### src/rtl/multicycle_control.sv
// Multi-cycle control FSM for the MIPS-subset datapath: fetch, decode, execute,
// memory, writeback, with memory timeouts, illegal-opcode trap and retire counter.
module multicycle_control #(
  parameter int TIMEOUT = 16,
  parameter int CNT_W   = 32
) (
  input  logic             clk,
  input  logic             rst,
  input  logic             start,
  input  logic             stop_req,
  input  logic [5:0]       opcode,
  input  logic [5:0]       funct,
  output logic             imem_req,
  input  logic             imem_ack,
  output logic             ir_load,
  output logic             dmem_req,
  input  logic             dmem_ack,
  output logic             memread,
  output logic             memwrite,
  output logic             alu_en,
  output logic [3:0]       aluOp,
  output logic             immReg,
  output logic             regDst,
  output logic             memtoreg,
  output logic             regwrite,
  output logic             pc_en,
  output logic             busy,
  output logic             trap,
  output logic [1:0]       trap_cause,
  output logic [CNT_W-1:0] retired_count
);

  localparam int WW = (TIMEOUT < 2) ? 1 : $clog2(TIMEOUT + 1);
  localparam logic [WW-1:0] WAIT_LAST = WW'(TIMEOUT - 1);

  typedef enum logic [2:0] {
    S_IDLE, S_FETCH, S_DECODE, S_EXEC, S_MEM, S_WB, S_TRAP
  } state_e;

  typedef enum logic [2:0] {
    C_ADD, C_SUB, C_AND, C_ADDI, C_LW, C_SW
  } cls_e;

  state_e            state_q;
  cls_e              cls_q, cls_d;
  logic              legal_d;
  logic [WW-1:0]     wait_q;
  logic              stop_q;
  logic [1:0]        cause_q;
  logic [CNT_W-1:0]  cnt_q;
  logic              retire;
  logic              stopping;

  // Instruction class decode; only consumed on the DECODE edge.
  always_comb begin
    legal_d = 1'b1;
    cls_d   = C_ADD;
    case (opcode)
      6'h00: begin
        case (funct)
          6'h20, 6'h21: cls_d = C_ADD;
          6'h22:        cls_d = C_SUB;
          6'h24:        cls_d = C_AND;
          default:      legal_d = 1'b0;
        endcase
      end
      6'h08:   cls_d = C_ADDI;
      6'h23:   cls_d = C_LW;
      6'h2B:   cls_d = C_SW;
      default: legal_d = 1'b0;
    endcase
  end

  assign retire   = (state_q == S_WB) ||
                    (state_q == S_MEM && cls_q == C_SW && dmem_ack);
  assign stopping = stop_q | stop_req;

  always_ff @(posedge clk or posedge rst) begin
    if (rst) begin
      state_q <= S_IDLE;
      cls_q   <= C_ADD;
      wait_q  <= '0;
      stop_q  <= 1'b0;
      cause_q <= 2'b00;
      cnt_q   <= '0;
    end else begin
      if (state_q != S_TRAP && stop_req) stop_q <= 1'b1;
      case (state_q)
        S_IDLE: begin
          if (start) begin
            state_q <= S_FETCH;
            wait_q  <= '0;
          end
        end
        S_FETCH: begin
          if (imem_ack) begin
            state_q <= S_DECODE;
          end else if (wait_q == WAIT_LAST) begin
            state_q <= S_TRAP;
            cause_q <= 2'b10;
          end else begin
            wait_q <= wait_q + 1'b1;
          end
        end
        S_DECODE: begin
          if (legal_d) begin
            cls_q   <= cls_d;
            state_q <= S_EXEC;
          end else begin
            state_q <= S_TRAP;
            cause_q <= 2'b01;
          end
        end
        S_EXEC: begin
          if (cls_q == C_LW || cls_q == C_SW) begin
            state_q <= S_MEM;
            wait_q  <= '0;
          end else begin
            state_q <= S_WB;
          end
        end
        S_MEM: begin
          if (dmem_ack) begin
            if (cls_q == C_LW) state_q <= S_WB;
          end else if (wait_q == WAIT_LAST) begin
            state_q <= S_TRAP;
            cause_q <= 2'b11;
          end else begin
            wait_q <= wait_q + 1'b1;
          end
        end
        S_WB:    ;
        default: state_q <= S_TRAP;
      endcase
      // Retire overrides the per-state next state chosen above.
      if (retire) begin
        cnt_q <= cnt_q + 1'b1;
        if (stopping) begin
          state_q <= S_IDLE;
          stop_q  <= 1'b0;
        end else begin
          state_q <= S_FETCH;
          wait_q  <= '0;
        end
      end
    end
  end

  always_comb begin
    imem_req = 1'b0;
    ir_load  = 1'b0;
    dmem_req = 1'b0;
    memread  = 1'b0;
    memwrite = 1'b0;
    alu_en   = 1'b0;
    aluOp    = 4'b0000;
    immReg   = 1'b0;
    regDst   = 1'b0;
    memtoreg = 1'b0;
    regwrite = 1'b0;
    pc_en    = retire;
    case (state_q)
      S_FETCH: begin
        imem_req = 1'b1;
        ir_load  = imem_ack;
      end
      S_EXEC: begin
        alu_en = 1'b1;
        aluOp  = (cls_q == C_SUB) ? 4'b0001 : (cls_q == C_AND) ? 4'b0010 : 4'b0000;
        immReg = (cls_q == C_ADDI || cls_q == C_LW || cls_q == C_SW);
      end
      S_MEM: begin
        dmem_req = 1'b1;
        memread  = (cls_q == C_LW);
        memwrite = (cls_q == C_SW);
        immReg   = 1'b1;
      end
      S_WB: begin
        regwrite = 1'b1;
        regDst   = (cls_q == C_ADD || cls_q == C_SUB || cls_q == C_AND);
        memtoreg = (cls_q == C_LW);
      end
      default: ;
    endcase
  end

  assign busy          = (state_q != S_IDLE);
  assign trap          = (state_q == S_TRAP);
  assign trap_cause    = cause_q;
  assign retired_count = cnt_q;

endmodule

### config.mk
export PLATFORM = sky130hd
export DESIGN_NAME = multicycle_control
export DESIGN_NICKNAME = d
export VERILOG_FILES = /design/src/rtl/multicycle_control.sv
export SDC_FILE = /design/constraint.sdc
export NUM_CORES = 1
export LEC_CHECK = 0
export CORE_MARGIN = 4
export CORE_UTILIZATION = 48
export CTS_CLUSTER_DIAMETER = 30
export CTS_CLUSTER_SIZE = 8
export DETAILED_ROUTE_END_ITERATION = 10
export MAX_ROUTING_LAYER = met4
export PLACE_DENSITY = 0.81
export SYNTH_ARGS = -nofsm -noshare
export SYNTH_HDL_FRONTEND = slang
export SYNTH_SLANG_ARGS = --single-unit
### constraint.sdc
create_clock -name clk -period 2.09 [get_ports clk]
set_input_delay 0.418 -clock clk [delete_from_list [all_inputs] [get_ports clk]]
set_output_delay 0.418 -clock clk [all_outputs]
set_load 0.01 [all_outputs]
==> flow_metrics.py, run 1 <==
metrics = {
    "run_status": {
        "status": "finished clean",
    },
    "floorplanning": {
        "pin_count": 69,
        "die_height_microns": 80.4,
        "start_util_pct": 49.3,
        "rows": 26,
        "die_w_microns": 80.4,
        "die-area_sq_um": 6460,
        "coreArea_sq_um": 5110,
    },
    "route": {
        "drc_errors": 0,
        "first_pass_iters": 4,
        "detail-route-antenna-nets": 0,
        "drt_iter0_drc": 105,
        "via_per_inst": 5.37,
        "drt-wirelength-per-cell_microns": 14.1,
        "wl_microns": 6020,
        "via_count": 2289,
    },
    "timing": {
        "setup_tns_ns": 0,
        "fin_crit_ns": 2.02,
        "finalSetupViolations": 0,
        "rsz0062_at_grt": "true",
        "finClkSkew_ns": 0.0104,
        "hold_violations": 0,
        "holdWs_ns": 0.442,
        "post-route-period-util_pct": 96.7,
        "clock.fmax_ghz": 0.495,
        "slew_violations": 0,
    },
    "placed_design": {
        "io_buffers": 66,
        "post-dp-hpwl_microns": 4490,
        "place_congestion": 0.904,
    },
    "power_and_ir_drop": {
        "powerDensity_nw_per_um2": 846,
        "total_power_mw": 3.03,
        "p_leak_nw": 1.67,
        "ir_drop_mv": 0.570,
    },
    "synth": {
        "ys_async_sr_fraction_pct": 100,
        "synth_edf_count": 0,
        "synth-seq-cells": 46,
        "synth-main-ff-cell": "dfrtp_1",
        "ys_warn_count": 0,
        "seq_area_frac_synth_pct": 45.7,
        "netlist_instances": 262,
        "syn_area_per_cell_sq_um": 9.60,
        "yosysUniqueCellTypes": 51,
        "synthesis.area_sq_um": 2520,
    },
    "cells_and_area": {
        "finalNetCount": 375,
        "syn2layout_area_growth_pct": 42.3,
        "fin_util_pct": 70.1,
        "drive_gt1_share_pct": 16.6,
        "n_antenna_cell": 0,
    },
    "setup_path": {
        "cp_data_required_time_ns": 1.67,
        "crit_type": "flop to primary output",
        "cp-start-kind": "flop",
        "path_delay_family": "buffers and inverters",
        "crit_path_end_kind": "primary output",
        "cpPeakStageDelay_ns": 0.46,
        "path_buf_inv": 2,
        "crit_arrival_ns": 1.60,
        "slowest_stage": "dfrtp_2",
        "cp_max_fo": 7,
        "crit_chain": "buf_4, or3_1, dlygate4sd2_1",
    },
    "job": {
        "maxCapViolations": 0,
    },
    "clock_tree": {
        "cts_root_buffer": "clkbuf_8",
        "clock_latency_ns": 0.29,
        "cts_buffer_depth": 2,
        "cts_buffers": 5,
        "path_clk_slew_ns": 0.09,
        "clock-sinks": 46,
        "cts_tree": "yes",
        "ctsHtreeMaxLevel": 2,
        "ctsHoldBuffers": 0,
    },
    "global_route": {
        "grt_pass1_wl_microns": 10400,
        "grt_max_degree": 31,
        "antenna_found_initial": 0,
        "globalRouteOverflowTotal": 0,
        "grt_use_total_pct": 20.4,
        "grt_pass1_vias": 2341,
    },
    "worst_hold_path": {
        "hp-class": "input pin to asynchronous set/reset pin",
    },
}
placed cells by master, fill, tap and decap left out, types with 3 or more instances in the layout:
master	Yosys	final
clkdlybuf4s50_1	0	51
dfrtp_1	46	45
buf_4	3	25
xnor2_1	21	21
nor2_1	21	19
nand2_1	20	19
nand3_1	18	18
nor3_1	12	12
dlygate4sd2_1	0	11
inv_1	11	10
xor2_1	10	10
o21ai_0	11	10
and3_1	9	9
nand2b_1	7	5
a21oi_1	6	5
clkbuf_8	0	5
nand4_1	4	4
and4_1	3	3
nor4_1	4	3
or3_1	3	3
nor4b_1	3	3
metal layers:
metal	share of wire, %	global-route usage (%)	routed length [microns]
met2	52	37.3	3110
met3	4.9	3.25	298
met5	0	-	0
met4	0.48	3.89	29
met1	43	23.6	2580
worst min-delay path: cells and delay by family:
kind	cells	cell delay [ns]
buffers and inverters	3	0.70
timing repair:
item	in CTS	in global routing
resized for setup	22	13
setup endpoints to repair	14	9
setup buffers	3	2
pin swaps	1	0
area by class of cell:
type,count,area [sq um]
inverters,11,41.3
multi-input cells,197,1320
clock buffers,6,72.6
clock inverters,2,37.5
flip-flops and latches,46,1150
repair buffers,94,872
well taps,70,87.6
fillers,413,1530
synthesized netlist by cell type, drive strengths merged, types with 3 or more instances:
master	n	area (sq um)
dfrtp	46	1150
or3	3	18.8
nor4b	3	26.3
and4	4	37.5
inv	11	41.3
nand2	21	86.3
nand4	4	25.0
nor3	12	60.1
and3	9	56.3
o21ai	12	63.8
nand2b	7	43.8
nor2b	4	25.0
xor2	10	87.6
clkbuf	4	15.0
a21oi	6	30.0
nand3	18	90.1
nor4	5	46.3
buf	5	32.5
nor2	21	78.8
xnor2	21	184
power by group:
group	total, mW	switching, mW	internal [mW]
registers	1.13	0.128	0.999
logic	1.26	0.614	0.642
clock network	0.646	0.290	0.357
total	3.03	1.03	2.00
per-stage QoR:
| step | area, sq um | setup WS [ns] | std cells |
|---|---|---|---|
| after floorplan | 2520 | 0.302 | 263 |
| after global placement | 3410 | -0.259 | 413 |
| after detailed placement | 3410 | -0.257 | 413 |
| after CTS | 3550 | 0.00383 | 424 |
| after global routing | 3580 | -0.0171 | 426 |
| final | 3580 | 0.0684 | 426 |
path summary, 6_finish.rpt:
check | startpoint | endpoint | slack [ns] | depth (start not counted)
worst max-delay path | state_q[1]$_DFFE_PP0P_ | busy | 0.07 | 3
worst min-delay path | rst | state_q[1]$_DFFE_PP0P_ | 0.44 | 3
worst max register to register | state_q[2]$_DFFE_PP0P_ | wait_q[2]$_DFF_PP0_ | 0.17 | 9
worst min register to register | retired_count[31]$_DFFE_PP0N_ | retired_count[31]$_DFFE_PP0N_ | 0.47 | 1
max in group asynchronous | rst | retired_count[4]$_DFFE_PP0N_ | 1.29 | 3
min in group clk | retired_count[31]$_DFFE_PP0N_ | retired_count[31]$_DFFE_PP0N_ | 0.47 | 1
flip-flops by register name (all words and copies together), names as in the netlist:
register and cells:
stop_q 1, cls_q 3, state_q 3, retired_count 32, trap_cause 2, wait_q 5
logic make-up after synthesis:
logic type	Yosys count	share of synthesized area [%]
AO/OA/AOI/OAI	38	10.8
XOR/XNOR	31	10.8
adder cells (fa/ha/maj)	3	1.39
buffers and inverters	20	3.53
flip-flops	46	45.7
multiplexers	1	0.448
other	1	0.149
AND/OR/NAND/NOR	122	27.2
No activity file was read; power rests on OpenSTA's default activity.
==> run 2: changes to the inputs <==
--- a/config.mk
+++ b/config.mk
@@ -5,6 +5,7 @@
 export SDC_FILE = /design/constraint.sdc
 export NUM_CORES = 1
 export LEC_CHECK = 0
+export CAP_MARGIN = 20
 export CORE_MARGIN = 4
 export CORE_UTILIZATION = 48
 export CTS_CLUSTER_DIAMETER = 30
==> results of run 2 <==
Final layout, timing and power as in run 1 (identical DEF).
